==> src/rtl/ps2_rx_frame_if.sv <==
// ps2_rx_frame_if
//   Bundles the PS/2 pin inputs, the receive enable and the byte/status
//   outputs of the PS/2 frame receiver.
//   master : receiver side (samples pins, drives rx_* / err / busy)
//   slave  : connector/consumer side (drives pins and rx_en, observes results)
//   Signals:
//     ps2c, ps2d    raw PS/2 clock and data, asynchronous to clk
//     rx_en         1 = accept new frames (start-bit detection only)
//     rx_done_tick  one-cycle pulse, rx_data holds a new byte
//     rx_data       last good byte
//     parity_err    one-cycle pulse, frame dropped on odd-parity failure
//     frame_err     one-cycle pulse, frame dropped on start/stop/timeout
//     busy          frame in progress
interface ps2_rx_frame_if;
  logic       ps2c;
  logic       ps2d;
  logic       rx_en;
  logic       rx_done_tick;
  logic [7:0] rx_data;
  logic       parity_err;
  logic       frame_err;
  logic       busy;

  modport master (
    input  ps2c, ps2d, rx_en,
    output rx_done_tick, rx_data, parity_err, frame_err, busy
  );

  modport slave (
    output ps2c, ps2d, rx_en,
    input  rx_done_tick, rx_data, parity_err, frame_err, busy
  );
endinterface

==> src/rtl/ps2_rx_frame.sv <==
// ps2_rx_frame
//   Synchronises and deglitches the raw PS/2 clock/data lines and
//   deserialises each 11-bit frame (start, d0..d7 LSB first, odd parity,
//   stop) into one byte. Scan codes are not interpreted.
//   Ports:
//     clk   system clock
//     rst   asynchronous reset, active high
//     bus   ps2_rx_frame_if.master (pins, rx_en, byte and status outputs)
//
//   state | meaning
//   IDLE  | waiting for a start bit on a filtered falling edge
//   DATA  | shifting d0..d7, parity and stop; inter-edge timeout running
//   CHECK | one cycle to validate stop/parity and report the result
module ps2_rx_frame #(
  parameter int FILTER_LEN  = 8,
  parameter int TIMEOUT_CYC = 50000,
  parameter int TO_W        = 16
) (
  input  logic           clk,
  input  logic           rst,
  ps2_rx_frame_if.master bus
);

  typedef enum logic [1:0] {IDLE, DATA, CHECK} state_t;

  localparam logic [TO_W-1:0] TO_LAST = TO_W'(TIMEOUT_CYC - 1);

  state_t                state_q, state_d;
  logic [1:0]            c_sync, d_sync;
  logic [FILTER_LEN-1:0] c_sr;
  logic                  filt_q, filt_d;
  logic                  fall_tick;
  logic                  ps2d_s;
  logic [9:0]            b_q, b_d;
  logic [3:0]            cnt_q, cnt_d;
  logic [TO_W-1:0]       to_q, to_d;
  logic [7:0]            data_q, data_d;
  logic                  done_q, done_d;
  logic                  perr_q, perr_d;
  logic                  ferr_q, ferr_d;

  // Synchroniser and filter history reset to the idle-high line level so no
  // spurious falling edge is seen when reset is released.
  always_ff @(posedge clk or posedge rst) begin
    if (rst) begin
      c_sync <= 2'b11;
      d_sync <= 2'b11;
      c_sr   <= '1;
      filt_q <= 1'b1;
    end else begin
      c_sync <= {c_sync[0], bus.ps2c};
      d_sync <= {d_sync[0], bus.ps2d};
      c_sr   <= {c_sr[FILTER_LEN-2:0], c_sync[1]};
      filt_q <= filt_d;
    end
  end

  always_comb begin
    filt_d = filt_q;
    if (&c_sr)       filt_d = 1'b1;
    else if (~|c_sr) filt_d = 1'b0;
  end

  assign fall_tick = filt_q & ~filt_d;
  assign ps2d_s    = d_sync[1];

  always_ff @(posedge clk or posedge rst) begin
    if (rst) begin
      state_q <= IDLE;
      b_q     <= '0;
      cnt_q   <= '0;
      to_q    <= '0;
      data_q  <= 8'h00;
      done_q  <= 1'b0;
      perr_q  <= 1'b0;
      ferr_q  <= 1'b0;
    end else begin
      state_q <= state_d;
      b_q     <= b_d;
      cnt_q   <= cnt_d;
      to_q    <= to_d;
      data_q  <= data_d;
      done_q  <= done_d;
      perr_q  <= perr_d;
      ferr_q  <= ferr_d;
    end
  end

  always_comb begin
    state_d = state_q;
    b_d     = b_q;
    cnt_d   = cnt_q;
    to_d    = to_q;
    data_d  = data_q;
    done_d  = 1'b0;
    perr_d  = 1'b0;
    ferr_d  = 1'b0;
    case (state_q)
      IDLE: begin
        if (fall_tick && bus.rx_en) begin
          if (!ps2d_s) begin
            state_d = DATA;
            cnt_d   = 4'd9;
            to_d    = '0;
          end else begin
            ferr_d = 1'b1;
          end
        end
      end
      DATA: begin
        if (fall_tick) begin
          // After ten shifts b_q = {stop, parity, d7..d0}.
          b_d  = {ps2d_s, b_q[9:1]};
          to_d = '0;
          if (cnt_q == 4'd0) state_d = CHECK;
          else               cnt_d   = cnt_q - 4'd1;
        end else if (to_q == TO_LAST) begin
          ferr_d  = 1'b1;
          state_d = IDLE;
        end else begin
          to_d = to_q + 1'b1;
        end
      end
      CHECK: begin
        state_d = IDLE;
        if (!b_q[9])          ferr_d = 1'b1;
        else if (!(^b_q[8:0])) perr_d = 1'b1;
        else begin
          data_d = b_q[7:0];
          done_d = 1'b1;
        end
      end
      default: state_d = IDLE;
    endcase
  end

  assign bus.rx_done_tick = done_q;
  assign bus.rx_data      = data_q;
  assign bus.parity_err   = perr_q;
  assign bus.frame_err    = ferr_q;
  assign bus.busy         = (state_q != IDLE);

endmodule

==> src/flat_wrapper.sv <==
// flat-port wrapper written by rule: the top's interface ports become plain ports
module ps2_rx_frame_flat 
#(
  parameter int FILTER_LEN  = 8,
  parameter int TIMEOUT_CYC = 50000,
  parameter int TO_W        = 16
)
  (clk, rst, bus_ps2c, bus_ps2d, bus_rx_en, bus_rx_done_tick, bus_rx_data, bus_parity_err, bus_frame_err, bus_busy);
  ps2_rx_frame_if bus_i ();
  input  logic clk;
  input  logic rst;
  input wire logic [$bits(bus_i.ps2c)-1:0] bus_ps2c;
  input wire logic [$bits(bus_i.ps2d)-1:0] bus_ps2d;
  input wire logic [$bits(bus_i.rx_en)-1:0] bus_rx_en;
  output wire logic [$bits(bus_i.rx_done_tick)-1:0] bus_rx_done_tick;
  output wire logic [$bits(bus_i.rx_data)-1:0] bus_rx_data;
  output wire logic [$bits(bus_i.parity_err)-1:0] bus_parity_err;
  output wire logic [$bits(bus_i.frame_err)-1:0] bus_frame_err;
  output wire logic [$bits(bus_i.busy)-1:0] bus_busy;
  assign bus_i.ps2c = bus_ps2c;
  assign bus_i.ps2d = bus_ps2d;
  assign bus_i.rx_en = bus_rx_en;
  assign bus_rx_done_tick = bus_i.rx_done_tick;
  assign bus_rx_data = bus_i.rx_data;
  assign bus_parity_err = bus_i.parity_err;
  assign bus_frame_err = bus_i.frame_err;
  assign bus_busy = bus_i.busy;
  ps2_rx_frame #(.FILTER_LEN(FILTER_LEN), .TIMEOUT_CYC(TIMEOUT_CYC), .TO_W(TO_W)) u_core (.clk(clk), .rst(rst), .bus(bus_i));
endmodule
==> config.mk <==
export PLATFORM = sky130hd
export DESIGN_NAME = ps2_rx_frame_flat
export DESIGN_NICKNAME = d
export VERILOG_FILES = /design/src/rtl/ps2_rx_frame_if.sv /design/src/rtl/ps2_rx_frame.sv /design/src/flat_wrapper.sv
export SDC_FILE = /design/constraint.sdc
export NUM_CORES = 1
export LEC_CHECK = 0
export BUFFER_PORTS_ARGS = -buffer_cell sky130_fd_sc_hd__buf_4
export CORE_ASPECT_RATIO = 0.6
export CORE_UTILIZATION = 37
export DETAILED_ROUTE_END_ITERATION = 10
export SYNTH_ARGS = -nofsm -noshare
export SYNTH_HDL_FRONTEND = slang
export SYNTH_SLANG_ARGS = --single-unit
export TNS_END_PERCENT = 100
==> constraint.sdc <==
create_clock -name clk -period 5.45 [get_ports clk]
set_input_delay 0.8175 -clock clk [delete_from_list [all_inputs] [get_ports clk]]
set_output_delay 0.8175 -clock clk [all_outputs]
set_load 0.03 [all_outputs]
* Word level (Yosys, flattened, before mapping) *
Index checks and enable logic that the tools add are counted.

operators by class
  bitwise logic cells = 2
  reduce and logical (&&, ||, !) cells = 13
  eq/ne operators = 10
  add/subtract/negate cells = 2
  muxes and demuxes = 30

operator list
  kind                                              number
  2-to-1 mux 16 bit                                 4
  one-hot mux 16 bit (2 select lines)               1
  adder 16 x 1 -> 16 bit, second input constant     1
  equality test 16 bit, second input constant       1
  2-to-1 mux 4 bit                                  4
  2-to-1 mux 1 bit                                  13
  2-to-1 mux 2 bit                                  5
  parity 9 bit                                      1
  one-hot mux 4 bit (2 select lines)                1
  AND reduction 4 bit                               2
  AND reduction 8 bit                               1
  OR reduction 8 bit                                1
  AND reduction 5 bit                               1
  zero test 4 bit                                   1
  != test 2 x 1 -> 1 bit, second input constant     2
  != test 2 bit, second input constant              2
  one-hot mux 2 bit (2 select lines)                1
  nonzero test 2 bit                                2
  subtractor 4 x 1 -> 4 bit, second input constant  1
  != test 3 x 1 -> 1 bit, second input constant     1
  != test 3 x 2 -> 1 bit, second input constant     1
  != test 3 bit, second input constant              1
  one-hot mux 1 bit (3 select lines)                1
  AND reduction 3 bit                               1
  7 further kinds                                   7

storage, ports and cells
  bits in registers = 56
  input bits = 5
  word-level logic and storage cells = 69
  output and inout bits = 12

* Logic depth before layout (Yosys ltp) *
  depth in word-level cells = 8
  depth in mapped cells = 8
  gate-level depth less buffers = 7

* Worst setup path after synthesis *
OpenSTA, ideal clock, no wires.

  kind = input port to flip-flop
  start = input bus_rx_en
  end = register u_core.cnt_q[2]
  path buffers = 1
  data required time = 5.318 ns
  path slack = 3.571 ns
  arrival = 1.747 ns
  cell stages on the path = 6
  library setup time = 0.132 ns
  path through = nor3b_1 -> a21oi_1 -> or3_1 -> buf_2 -> o21ai_0 -> o41ai_2

between the ends
  word-level cells in the longest chain between the ends = 3

ends and longest elaborated chain
  item                              RTL line             source
  from (decl)                       flat_wrapper.sv:14   input wire logic [$bits(bus_i.rx_en)-1:0] bus_rx_en;
  logical AND 1 bit                 ps2_rx_frame.sv:100  if (fall_tick && bus.rx_en) begin
  != test 2 x 1 -> 1 bit (no line)  -
  AND reduction 5 bit (no line)     -
  to (signal assigned)              ps2_rx_frame.sv:80   cnt_q <= cnt_d;
  to (decl)                         ps2_rx_frame.sv:35   logic [3:0] cnt_q, cnt_d;

Every way passes these cells.
A chain may end at the register's enable or synchronous reset.

* Worst setup path after layout *
  start = register u_core.state_q[0]
  end = register u_core.b_q[5]

between the ends
  word-level cells in the longest chain between the ends = 2

ends and longest elaborated chain
  item                           RTL line            source
  from (decl)                    ps2_rx_frame.sv:28  state_t state_q, state_d;
  from (signal assigned)         ps2_rx_frame.sv:78  state_q <= state_d;
  equality test 2 x 1 -> 1 bit   ps2_rx_frame.sv:98  case (state_q)
  AND reduction 2 bit (no line)  -
  to (signal assigned)           ps2_rx_frame.sv:70  b_q <= '0;
  to (signal assigned)           ps2_rx_frame.sv:79  b_q <= b_d;
  to (decl)                      ps2_rx_frame.sv:34  logic [9:0] b_q, b_d;

Every way passes these cells.

==> results.sh <==
export IMPL_status="finished, violations left"
export IMPL_violations="DRC"
export IMPL_fin_area_mm2=0.00301
export IMPL_worstPathRequired_ns=5.63
export IMPL_hp_class="register to register"
export IMPL_crit_path_start_kind="register"
export IMPL_syn_to_final_growth_pct=13.2
export IMPL_wl_mm=4.95
export IMPL_p_sw_mw=0.235
export IMPL_synth_flop_cell="dfrtp_1"
export IMPL_grt_pass1_wl_mm=8.77
export IMPL_synth_cell_types=57
export IMPL_clock_path_buffers=2
export IMPL_crit_slowest_cell="nand3_1"
export IMPL_grt_max_degree=57
export IMPL_setup_viol=0
export IMPL_placedCellCount=322
export IMPL_rsz0062_at_grt="false"
export IMPL_p_comb_share_pct=7.4
export IMPL_drv_cap=0
export IMPL_tightest_slew_ns=0.697
export IMPL_cts_made_buffers=5
export IMPL_fmax_mhz=462
export IMPL_clock_root_buffer="clkbuf_16"
export IMPL_slowest_delay_ns=0.54
export IMPL_h_tree_depth=2
export IMPL_antenna_found_initial=0
export IMPL_reg2reg_from="u_core.state_q[0]"
export IMPL_ir_worst_vdd_mv=0.145
export IMPL_fin_crit_ns=2.16
export IMPL_r2r_slack_ns=3.29
export IMPL_whs_ns=0.358
export IMPL_cts_resized_gates=0
export IMPL_grt_usage_pct=15.4
export IMPL_finish_cell_count_without_fillers=330
export IMPL_grt_overflow_total=0
export IMPL_dieArea_mm2=0.00755
export IMPL_p_per_area_mw_per_mm2=297
export IMPL_rows=23
export IMPL_synth_edf_count=0
export IMPL_crit_arrival_ns=2.35
export IMPL_syn_num_nets=232
export IMPL_period_share_pct=39.7
export IMPL_cp_cell_sequence="nor2b_1 > nand3_1 > mux2_1"
export IMPL_clock_sinks=56
export IMPL_grt_pass1_vias=1660
export IMPL_initial_core_util_pct=39.0
export IMPL_cp_top_family="simple AND/OR/NAND/NOR gates"
export IMPL_wl_met3_um=163
export IMPL_cp_depth=3
export IMPL_p_sw_share_pct=26.3
export IMPL_dr_wl_met2_mm=1.89
export IMPL_worstSetupStartpoint="u_core.state_q[0]"
export IMPL_layout_setup_ws_ns=3.29
export IMPL_internal_power_mw=0.659
export IMPL_drtIter0Drc=93
export IMPL_p_leak_nw=1.34
export IMPL_insertedDiodeCount=0
export IMPL_reg2reg_depth=3
export IMPL_max_slew_margin_rel_pct=53.6
export IMPL_path_buf_inv=0
export IMPL_die_w_um=111
export IMPL_wl_per_cell_um=15.0
export IMPL_place_gp_congestion=0.792
export IMPL_ctsHoldBuffers=0
export IMPL_final_antenna_net_count=0
export IMPL_critical_path_class="register to register"
export IMPL_r2r_end="u_core.b_q[5]"
export IMPL_yosysSeqAreaShare_pct=53.3
export IMPL_final_hold_violation_count=0
export IMPL_maxSlewViolCount=0
export IMPL_tritoncts="yes"
export IMPL_vias=1745
export IMPL_post_place_ws_ns=3.22
export IMPL_final_common_cell="dfrtp_1"
export IMPL_drive_gt1_share_pct=27.2
export IMPL_top_layer="met4"
export IMPL_met1Wirelength_mm=2.81
export IMPL_mostFrequentLayoutCells="dfrtp_1, nand2_1, buf_4"
export IMPL_clk_latency_ns=0.30
export IMPL_syn_avg_cell_area_um2=11.9
export IMPL_synth_seq_cells=56
export IMPL_dr_pass1_iters=7
export IMPL_numPortBuffers=16
export IMPL_endpoint="u_core.b_q[5]"
export IMPL_tns_ns=0
export IMPL_path_max_fanout=11
export IMPL_critPathCaptureType="register"
export IMPL_skew_ns=0.00759
export IMPL_syn_cell_area_mm2=0.00266
export IMPL_post_cts_buffers=0
export IMPL_io_pins=17
export IMPL_place_area_mm2=0.00287
export IMPL_p_total_mw=0.894
export IMPL_drcViolationCount=2
export IMPL_synth_warnings=0
export IMPL_nNetsFinal=250
export IMPL_detail_route_vias_per_cell=5.29
export IMPL_die_y_um=67.7
export IMPL_dpl_hpwl_mm=3.50
export IMPL_synthArstFlopShare_pct=100
export IMPL_syn_inst=224
export IMPL_final_util_pct=44.2
export IMPL_clkPwrFrac_pct=36.5
export IMPL_sequentialPowerShare_pct=56.1
export IMPL_clkTransAtPathRegs_ns=0.08
export IMPL_core_mm2=0.00682
==> routing by layer <==
layer  vias to the layer above  track usage, %
met1                       847            23.7
met4                         0            6.59
met2                        34            20.0
li1                        855               -
met3                         9            3.77
met5                         -               0
==> power by group through the flow <==
stage | clock (mW) | sequential [mW] | combinational (mW)
after global placement | 0 | 0.506 | 0.0650
final | 0.326 | 0.501 | 0.0663
after floorplan | 0 | 0.494 | 0.0541
after detailed placement | 0 | 0.506 | 0.0678
after CTS | 0.332 | 0.499 | 0.0680
after global routing | 0.354 | 0.507 | 0.0771
==> final cells by class <==
cell class	count	area (um^2)
multi-input cells	153	1180
repair buffers	17	128
flip-flops and latches	56	1420
fillers	613	3810
inverters	9	33.8
clock inverters	3	22.5
clock buffers	5	125
well taps	87	109
==> sequential cells by signal (all words and copies together), names as in the netlist, 2 cells and up <==
register,flops
u_core.b_q,10
u_core.bus.rx_data,8
u_core.c_sr,8
u_core.c_sync,2
u_core.cnt_q,4
u_core.d_sync,2
u_core.state_q,2
u_core.to_q,16
==> worst register-to-register path, cell delays in order (launching register included) <==
cell and delay, ns:
dfrtp_1 0.50, nor2b_1 0.51, nand3_1 0.54, mux2_1 0.50
==> synth_stat cells, types with 2 or more instances <==
cell | count | area share [%]
or2_2 | 2 | 0.47
nor2_2 | 2 | 0.47
nand2_1 | 17 | 2.4
o22a_1 | 5 | 1.6
and3_1 | 3 | 0.71
a2bb2oi_1 | 2 | 0.66
and2_1 | 2 | 0.47
buf_2 | 2 | 0.38
nor2_1 | 11 | 1.6
clkbuf_1 | 3 | 0.42
or3_1 | 2 | 0.47
xnor2_1 | 6 | 2.0
and4_1 | 3 | 0.99
nor3_1 | 8 | 1.5
dfrtp_1 | 43 | 40
ha_1 | 3 | 1.4
nor4_4 | 2 | 1.6
or4_4 | 2 | 0.85
a31oi_1 | 4 | 0.94
nand3_1 | 7 | 1.3
o31ai_1 | 4 | 1.1
mux2i_1 | 3 | 1.1
o31a_1 | 2 | 0.66
mux2_2 | 9 | 3.8
nand2b_1 | 2 | 0.47
dfstp_2 | 13 | 13
inv_1 | 9 | 1.3
nand4_1 | 4 | 0.94
mux2_1 | 9 | 3.8
o21ai_0 | 7 | 1.3
a21oi_1 | 6 | 1.1
a21boi_0 | 2 | 0.56
==> how the worst min path moves through the flow <==
stage / depth (start not counted) / endpoint / slack, ns / from
floorplan: 0 / u_core.c_sr[0] / 0.35 / u_core.c_sync[1]
global placement: 0 / u_core.d_sync[1] / 0.35 / u_core.d_sync[0]
detailed placement: 0 / u_core.d_sync[1] / 0.35 / u_core.d_sync[0]
CTS: 0 / u_core.d_sync[1] / 0.36 / u_core.d_sync[0]
global route: 0 / u_core.d_sync[1] / 0.36 / u_core.d_sync[0]
finish: 0 / u_core.d_sync[1] / 0.36 / u_core.d_sync[0]
==> kinds of logic after synthesis <==
| logic type | share of synthesized area (%) |
|---|---|
| simple gates | 18.9 |
| flops | 53.3 |
| compound gates | 12.0 |
| xor+xnor | 3.15 |
| fa+ha+maj | 1.41 |
| buf+inv | 2.49 |
| mux | 8.74 |
(Power assumes the default switching activity.)
